--- config.mk ---
export PLATFORM = sky130hd
export DESIGN_NAME = uart_acia
export DESIGN_NICKNAME = d
export VERILOG_FILES = /design/src/rtl/uart_acia.sv
export SDC_FILE = /design/constraint.sdc
export NUM_CORES = 1
export LEC_CHECK = 0
export ABC_AREA = 1
export BUFFER_PORTS_ARGS = -buffer_cell sky130_fd_sc_hd__buf_4
export CORE_MARGIN = 10
export CORE_UTILIZATION = 35
export CTS_CLUSTER_DIAMETER = 40
export CTS_CLUSTER_SIZE = 28
export DETAILED_ROUTE_END_ITERATION = 10
export REMOVE_ABC_BUFFERS = 1
export SYNTH_ARGS = -nofsm -noshare
export SYNTH_HDL_FRONTEND = slang
export SYNTH_SLANG_ARGS = --single-unit
--- constraint.sdc ---
create_clock -name clk -period 2.6 [get_ports clk]
set_input_delay 0.26 -clock clk [delete_from_list [all_inputs] [get_ports clk]]
set_output_delay 0.26 -clock clk [all_outputs]
set_load 0.05 [all_outputs]
--- src/rtl/uart_acia.sv ---
// uart_acia: 6551-style ACIA. Four CPU-visible registers, 8N1 serial TX/RX,
// active-low interrupt. Bit timing comes from two independent phase
// accumulators; the CONTROL register is plain storage.
//
// Bus handshake: one access per rising clk edge with cs=1. rw=1 is a read
// and rw=0 is a write. There is no wait state. data_out is a combinational
// mux on {rs1,rs0} and is meaningful whenever cs=1. A read of register 00
// clears its flags at the access edge, so the bus sees the pre-clear value.
module uart_acia #(
   parameter int unsigned clk_freq_hz = 27_000_000,
   parameter int unsigned baud_rate   = 115200,
   parameter int unsigned oversample  = 16
) (
   input  logic       clk,
   input  logic       rst,
   input  logic       rw,
   input  logic       rs0,
   input  logic       rs1,
   input  logic       cs,
   input  logic [7:0] data_in,
   input  logic       rx,
   output logic [7:0] data_out,
   output logic       tx,
   output logic       irq
);
   // oversample has no timing effect; it cancels out of the increment.
   localparam logic [31:0] CLK_HZ   = 32'(clk_freq_hz);
   localparam logic [31:0] BAUD_INC = 32'(baud_rate * (oversample / oversample));

   typedef enum logic [1:0] {TX_IDLE, TX_START, TX_DATA, TX_STOP} tx_state_t;
   typedef enum logic [1:0] {RX_IDLE, RX_START, RX_DATA, RX_STOP} rx_state_t;

   logic [1:0]  sel;
   logic        wr_tdr, wr_preset, wr_cmd, wr_ctrl, rd_rdr;

   tx_state_t   tx_state, tx_next;
   logic [31:0] tx_acc, tx_sum;
   logic        tx_tick, tx_load, tdre;
   logic [2:0]  tx_cnt;
   logic [7:0]  tx_shift, tx_hold;

   rx_state_t   rx_state, rx_next;
   logic [31:0] rx_acc, rx_sum;
   logic        rx_tick, rx_done, rx_meta, rx_s;
   logic [2:0]  rx_cnt;
   logic [7:0]  rx_shift;

   logic        rdrf, ovr, fe, irq_pend;
   logic [7:0]  rx_data, cmd, ctrl, status;

   // Bus decode: one strobe per register side effect.
   always_comb begin
      sel       = {rs1, rs0};
      wr_tdr    = cs && !rw && (sel == 2'b00);
      wr_preset = cs && !rw && (sel == 2'b01);
      wr_cmd    = cs && !rw && (sel == 2'b10);
      wr_ctrl   = cs && !rw && (sel == 2'b11);
      rd_rdr    = cs &&  rw && (sel == 2'b00);
   end

   // TX next state, baud tick and serial output.
   always_comb begin
      tx_sum  = tx_acc + BAUD_INC;
      tx_tick = (tx_sum >= CLK_HZ);
      tx_load = (tx_state == TX_IDLE) && !tdre;
      tx_next = tx_state;
      tx      = 1'b1;
      case (tx_state)
         TX_IDLE:  if (tx_load) tx_next = TX_START;
         TX_START: begin
            tx = 1'b0;
            if (tx_tick) tx_next = TX_DATA;
         end
         TX_DATA:  begin
            tx = tx_shift[0];
            if (tx_tick && (tx_cnt == 3'd7)) tx_next = TX_STOP;
         end
         TX_STOP:  if (tx_tick) tx_next = TX_IDLE;
         default:  tx_next = TX_IDLE;
      endcase
   end

   // TX state register.
   always_ff @(posedge clk) begin
      if (rst) tx_state <= TX_IDLE;
      else     tx_state <= tx_next;
   end

   // TX datapath. A CPU write wins over the shifter load for TDRE.
   always_ff @(posedge clk) begin
      if (rst) begin
         tx_acc   <= '0;
         tx_cnt   <= '0;
         tx_shift <= '0;
         tx_hold  <= '0;
         tdre     <= 1'b1;
      end else begin
         if (tx_state == TX_IDLE) begin
            tx_acc <= '0;
            tx_cnt <= '0;
            if (tx_load) tx_shift <= tx_hold;
         end else begin
            tx_acc <= tx_tick ? (tx_sum - CLK_HZ) : tx_sum;
            if ((tx_state == TX_DATA) && tx_tick) begin
               tx_shift <= {1'b0, tx_shift[7:1]};
               tx_cnt   <= tx_cnt + 3'd1;
            end
         end
         if (wr_tdr) begin
            tx_hold <= data_in;
            tdre    <= 1'b0;
         end else if (tx_load) begin
            tdre    <= 1'b1;
         end
      end
   end

   // RX next state and baud tick; rx_done marks the mid-stop-bit sample.
   always_comb begin
      rx_sum  = rx_acc + BAUD_INC;
      rx_tick = (rx_sum >= CLK_HZ);
      rx_next = rx_state;
      rx_done = 1'b0;
      case (rx_state)
         RX_IDLE:  if (!rx_s) rx_next = RX_START;
         RX_START: if (rx_tick) rx_next = rx_s ? RX_IDLE : RX_DATA;
         RX_DATA:  if (rx_tick && (rx_cnt == 3'd7)) rx_next = RX_STOP;
         RX_STOP:  if (rx_tick) begin
            rx_next = RX_IDLE;
            rx_done = 1'b1;
         end
         default:  rx_next = RX_IDLE;
      endcase
   end

   // RX state register.
   always_ff @(posedge clk) begin
      if (rst) rx_state <= RX_IDLE;
      else     rx_state <= rx_next;
   end

   // RX synchroniser and shifter. Half-bit preload while idle puts samples mid-bit.
   always_ff @(posedge clk) begin
      if (rst) begin
         rx_meta  <= 1'b1;
         rx_s     <= 1'b1;
         rx_acc   <= '0;
         rx_cnt   <= '0;
         rx_shift <= '0;
      end else begin
         rx_meta <= rx;
         rx_s    <= rx_meta;
         if (rx_state == RX_IDLE) begin
            rx_acc <= CLK_HZ >> 1;
            rx_cnt <= '0;
         end else begin
            rx_acc <= rx_tick ? (rx_sum - CLK_HZ) : rx_sum;
            if ((rx_state == RX_DATA) && rx_tick) begin
               rx_shift <= {rx_s, rx_shift[7:1]};
               rx_cnt   <= rx_cnt + 3'd1;
            end
         end
      end
   end

   // Status/command/control. Clears land first, then a completing frame sets flags.
   always_ff @(posedge clk) begin
      if (rst) begin
         rdrf    <= 1'b0;
         ovr     <= 1'b0;
         fe      <= 1'b0;
         rx_data <= '0;
         cmd     <= '0;
         ctrl    <= '0;
      end else begin
         if (rd_rdr) begin
            rdrf <= 1'b0;
            ovr  <= 1'b0;
            fe   <= 1'b0;
         end
         if (wr_preset) begin
            ovr  <= 1'b0;
            fe   <= 1'b0;
            cmd  <= '0;
            ctrl <= '0;
         end
         if (wr_cmd)  cmd  <= data_in;
         if (wr_ctrl) ctrl <= data_in;
         if (rx_done) begin
            fe <= !rx_s;
            if (rdrf && !rd_rdr) begin
               ovr <= 1'b1;
            end else begin
               rx_data <= rx_shift;
               rdrf    <= 1'b1;
            end
         end
      end
   end

   // Interrupt, status assembly and read mux.
   always_comb begin
      irq_pend = (cmd[1] && rdrf) || (cmd[2] && tdre);
      irq      = !irq_pend;
      status   = {irq_pend, 2'b00, tdre, rdrf, ovr, fe, 1'b0};
      case (sel)
         2'b00:   data_out = rx_data;
         2'b01:   data_out = status;
         2'b10:   data_out = cmd;
         default: data_out = ctrl;
      endcase
   end
endmodule

==> out/results.txt <==
Clk pwr share -> 45.6%
Layout net count -> 1226
FF+latch area -> 0.00236 mm2
H-tree depth -> 4
R2R depth -> 17
First-pass GRT wire length -> 29.3 mm
Synth Area in XOR/XNOR -> 2.35%
Final worst-path cycle share -> 94.7%
Worst path depth -> 17
Worst r2r dst -> rx_cnt[0]
Reg power frac -> 34.8%
Synth Area in Simple Gates -> 36.5%
Seq/Total Area, Yosys -> 33.3%
Critical path class -> reg -> reg
Int Pwr -> 3.90 mW
CTS Hold Bufs -> 0
Routed WL -> 17.4 mm
Die area -> 0.0262 mm2
Post-synthesis cell type count -> 43
TritonCTS clock tree -> built
Non-Filler Instances -> 1473
CP Buf/Inv Count -> 4
Max-capacitance violation count -> 0
Fill count -> 2085
Post-route cell area -> 0.00873 mm2
Worst Path Required -> 2940 ps
Total clock sinks -> 117
Clk_lat worst skew -> 410 ps
RR Startpoint -> rx_acc[15]
CP Capture Point -> rx_cnt[0]
Cells after DPL -> 1428
GR Overflow Total -> 0
Peak Freq -> 406 MHz
Synth Area in Adders -> 2.84%
Hold Path Class -> in -> reg
Grt met3 use -> 2.68%
Most frequent CP cell -> nand2_2
Peak fanout along the critical path -> 21
Worst R2R Setup Slack -> 140 ps
GRT met2 Usage -> 21.3%
Worst Tran Pin Value -> 815 ps
Multiplexer area fraction after synthesis -> 0%
Placed inst area -> 0.00775 mm2
Antenna violations before repair -> 0
GRT busiest layer -> met2
Vias -> 7014
Cell Pwr Density -> 637 mW/mm2
Sw power -> 1.67 mW
Post-Syn Instances -> 1121
Number of I/O pins -> 25
Worst VDD drop -> 0.462 mV
Largest net degree at the start of global routing -> 29
Final HPWL DP -> 12.7 mm
GRT met1 Usage -> 17.3%
Final Hold Vio Count -> 0
Clock Path Buffers -> 2
Root Driver -> clkbuf_16
Worst path arrival time -> 2800 ps
Area of the multi-input gates -> 0.00410 mm2
Die X -> 162 um
Worst-path clk slew -> 60 ps
Syn. warnings -> 0
CP startpoint kind -> flop
Initial Util -> 35.8%
Routability Congestion -> 0.838
Pleak -> 3.97 nW
Sw Ratio -> 30.0%
Drt initial violations -> 367
Delay-heaviest family, CP -> simple AND/OR/NAND/NOR gates
Wire per inst -> 11.8 um
Synth Register Bits -> 117
Clock skew -> 8.95 ps
CP Launch Point -> rx_acc[15]
TritonCTS Buffers -> 17
DRC Markers -> 0
Row count -> 51
Max stage delay on crit path -> 350 ps
Final Max Tran Viols -> 0
N_diodes -> 0
Synth Area in Compound Gates -> 13.7%
Vias per cell -> 4.76
Port Buffer Count -> 24
Core ar. -> 0.0197 mm2
Worst-path cell chain -> inv_2 > nand2_2 > nor2_4 > nand2_4 > buf_2 > buf_4 > nand4_1 > nand2_2 > nor2_4 > nand2_1 > nor2_1 > nand3_1 > nand3_4 > nand2_2 > buf_12 > or2_1 > a21oi_1
Max-slew headroom -> 45.6%
Number of global-route vias before repair -> 6381
CP max-delay cell -> dfxtp_2
Mapped Area -> 0.00704 mm2
DR pass1 iterations -> 5
Crit path time final -> 2460 ps
Die H -> 162 um
Total track usage -> 13.1%
Combinational power share -> 19.6%
Worst Hold Path Cells -> 2
Area grow syn2layout -> 24.0%
Setup violators final -> 0
Status -> finished clean
Avg Cell Area, Syn -> 6.28 um2
Largest family of logic cells by synthesized area -> simple AND/OR/NAND/NOR gates
Fraction of layout cells with a size suffix above 1 -> 16.6%
Antenna viol nets, final -> 0
Crit end category -> flop
## kinds of logic (layout without fill, tap and decap cells)
kind of cell               after synthesis  count (layout)
AOI/OAI and AO/OA                      180             180
and+or+nand+nor                        591             592
adders and majority gates               16              16
buffers and inverters                  199             285
xor gates and xnor gates                18              18
DFF                                    117             117
## cell usage in the layout (no fill, tap or decap), types with 11 or more instances in the layout
master,n
nand2_1,303
inv_1,161
nor2_1,111
dfxtp_1,107
a21oi_1,93
nand3_1,75
buf_4,72
o21ai_0,36
o21ai_1,23
nand2_2,19
nand4_1,18
clkbuf_16,18
ha_1,15
xor2_1,13
nor3_1,11
## metal layers
metal,part of all wire [%],vias to the layer above
li1,-,3722
met1,49,3164
met2,47,110
met3,3.0,18
met4,1.3,0
met5,0,-
## through the flow
step	util (%)	power [mW]	setup slack (ps)	TNS, ps	hold WS [ps]
global route	44.4	5.85	-34.6	-171	30.3
finish	44.4	5.56	138	0	31.1
global placement	39.4	2.98	-1.06	-1.06	393
CTS	42.8	5.54	3.05	0	19.6
detailed placement	39.4	2.99	-113	-880	392
floorplan	-	2.64	-423	-7610	329
## cell usage after synthesis, drive strengths merged
cell	count	area (um2)
nor4b	1	8.76
o21a	1	7.51
o2111ai	3	32.5
o221ai	3	26.3
buf	14	106
o22ai	10	62.6
nor3	14	86.3
nand4	20	138
o211ai	1	7.51
and3	2	12.5
or2	7	43.8
a21oi	93	465
inv	171	642
and2	1	6.26
clkinv	3	11.3
dfxtp	117	2340
xnor2	3	26.3
nor2	129	532
nand3	82	425
o21ai	61	305
nand2	330	1280
nand3b	5	37.5
o21bai	6	45.0
a31oi	2	12.5
clkbuf	11	41.3
xor2	15	139
ha	16	200
## timing repair
item                       in CTS  in global routing
pin swaps                       0                 22
setup endpoints to repair      13                 88
resized for setup               4                 65
buffers inserted                0                 11
gates cloned                    0                  2
## cell type report
cell class / count / share of cell area [%]
Sequential cell: 117 / 27.0
Clock buffer: 19 / 5.07
Inverter: 174 / 7.51
Clock inverter: 13 / 2.25
Tap cell: 265 / 3.80
Multi-Input combinational cell: 806 / 46.9
Timing Repair Buffer: 79 / 7.43
## worst reg2reg max path, cell delays in order, from the launching register on
cell	delay [ps]
dfxtp_2	350
inv_2	70
nand2_2	80
nor2_4	180
nand2_4	100
buf_2	170
buf_4	130
nand4_1	70
nand2_2	100
nor2_4	140
nand2_1	70
nor2_1	100
nand3_1	120
nand3_4	160
nand2_2	80
buf_12	150
or2_1	210
a21oi_1	110
## flip-flops by register name (all words and copies together), names as in the netlist, 2 cells and up, named ones only
name	cells
rx_acc	25
rx_cnt	3
ctrl	8
tx_state	2
tx_acc	26
rx_data	8
cmd	8
tx_cnt	3
rx_shift	8
tx_hold	8
tx_shift	8
## power groups by stage
stage | registers, mW | logic, mW | clock network (mW)
2_1_floorplan | 1.96 | 0.684 | 0
3_3_place_gp | 1.96 | 1.02 | 0
3_5_place_dp | 1.97 | 1.03 | 0
4_1_cts | 1.93 | 1.03 | 2.58
5_1_grt | 1.94 | 1.24 | 2.66
6_report | 1.93 | 1.09 | 2.54
## worst min-delay path by stage
stage | to | startpoint
4_1_cts | rx_meta | rx
5_1_grt | rx_meta | rx
2_1_floorplan | cmd[0] | rst
6_report | rx_meta | rx
3_3_place_gp | rx_s | rx_meta
3_5_place_dp | rx_s | rx_meta
No activity file was read; power rests on OpenSTA's default activity.
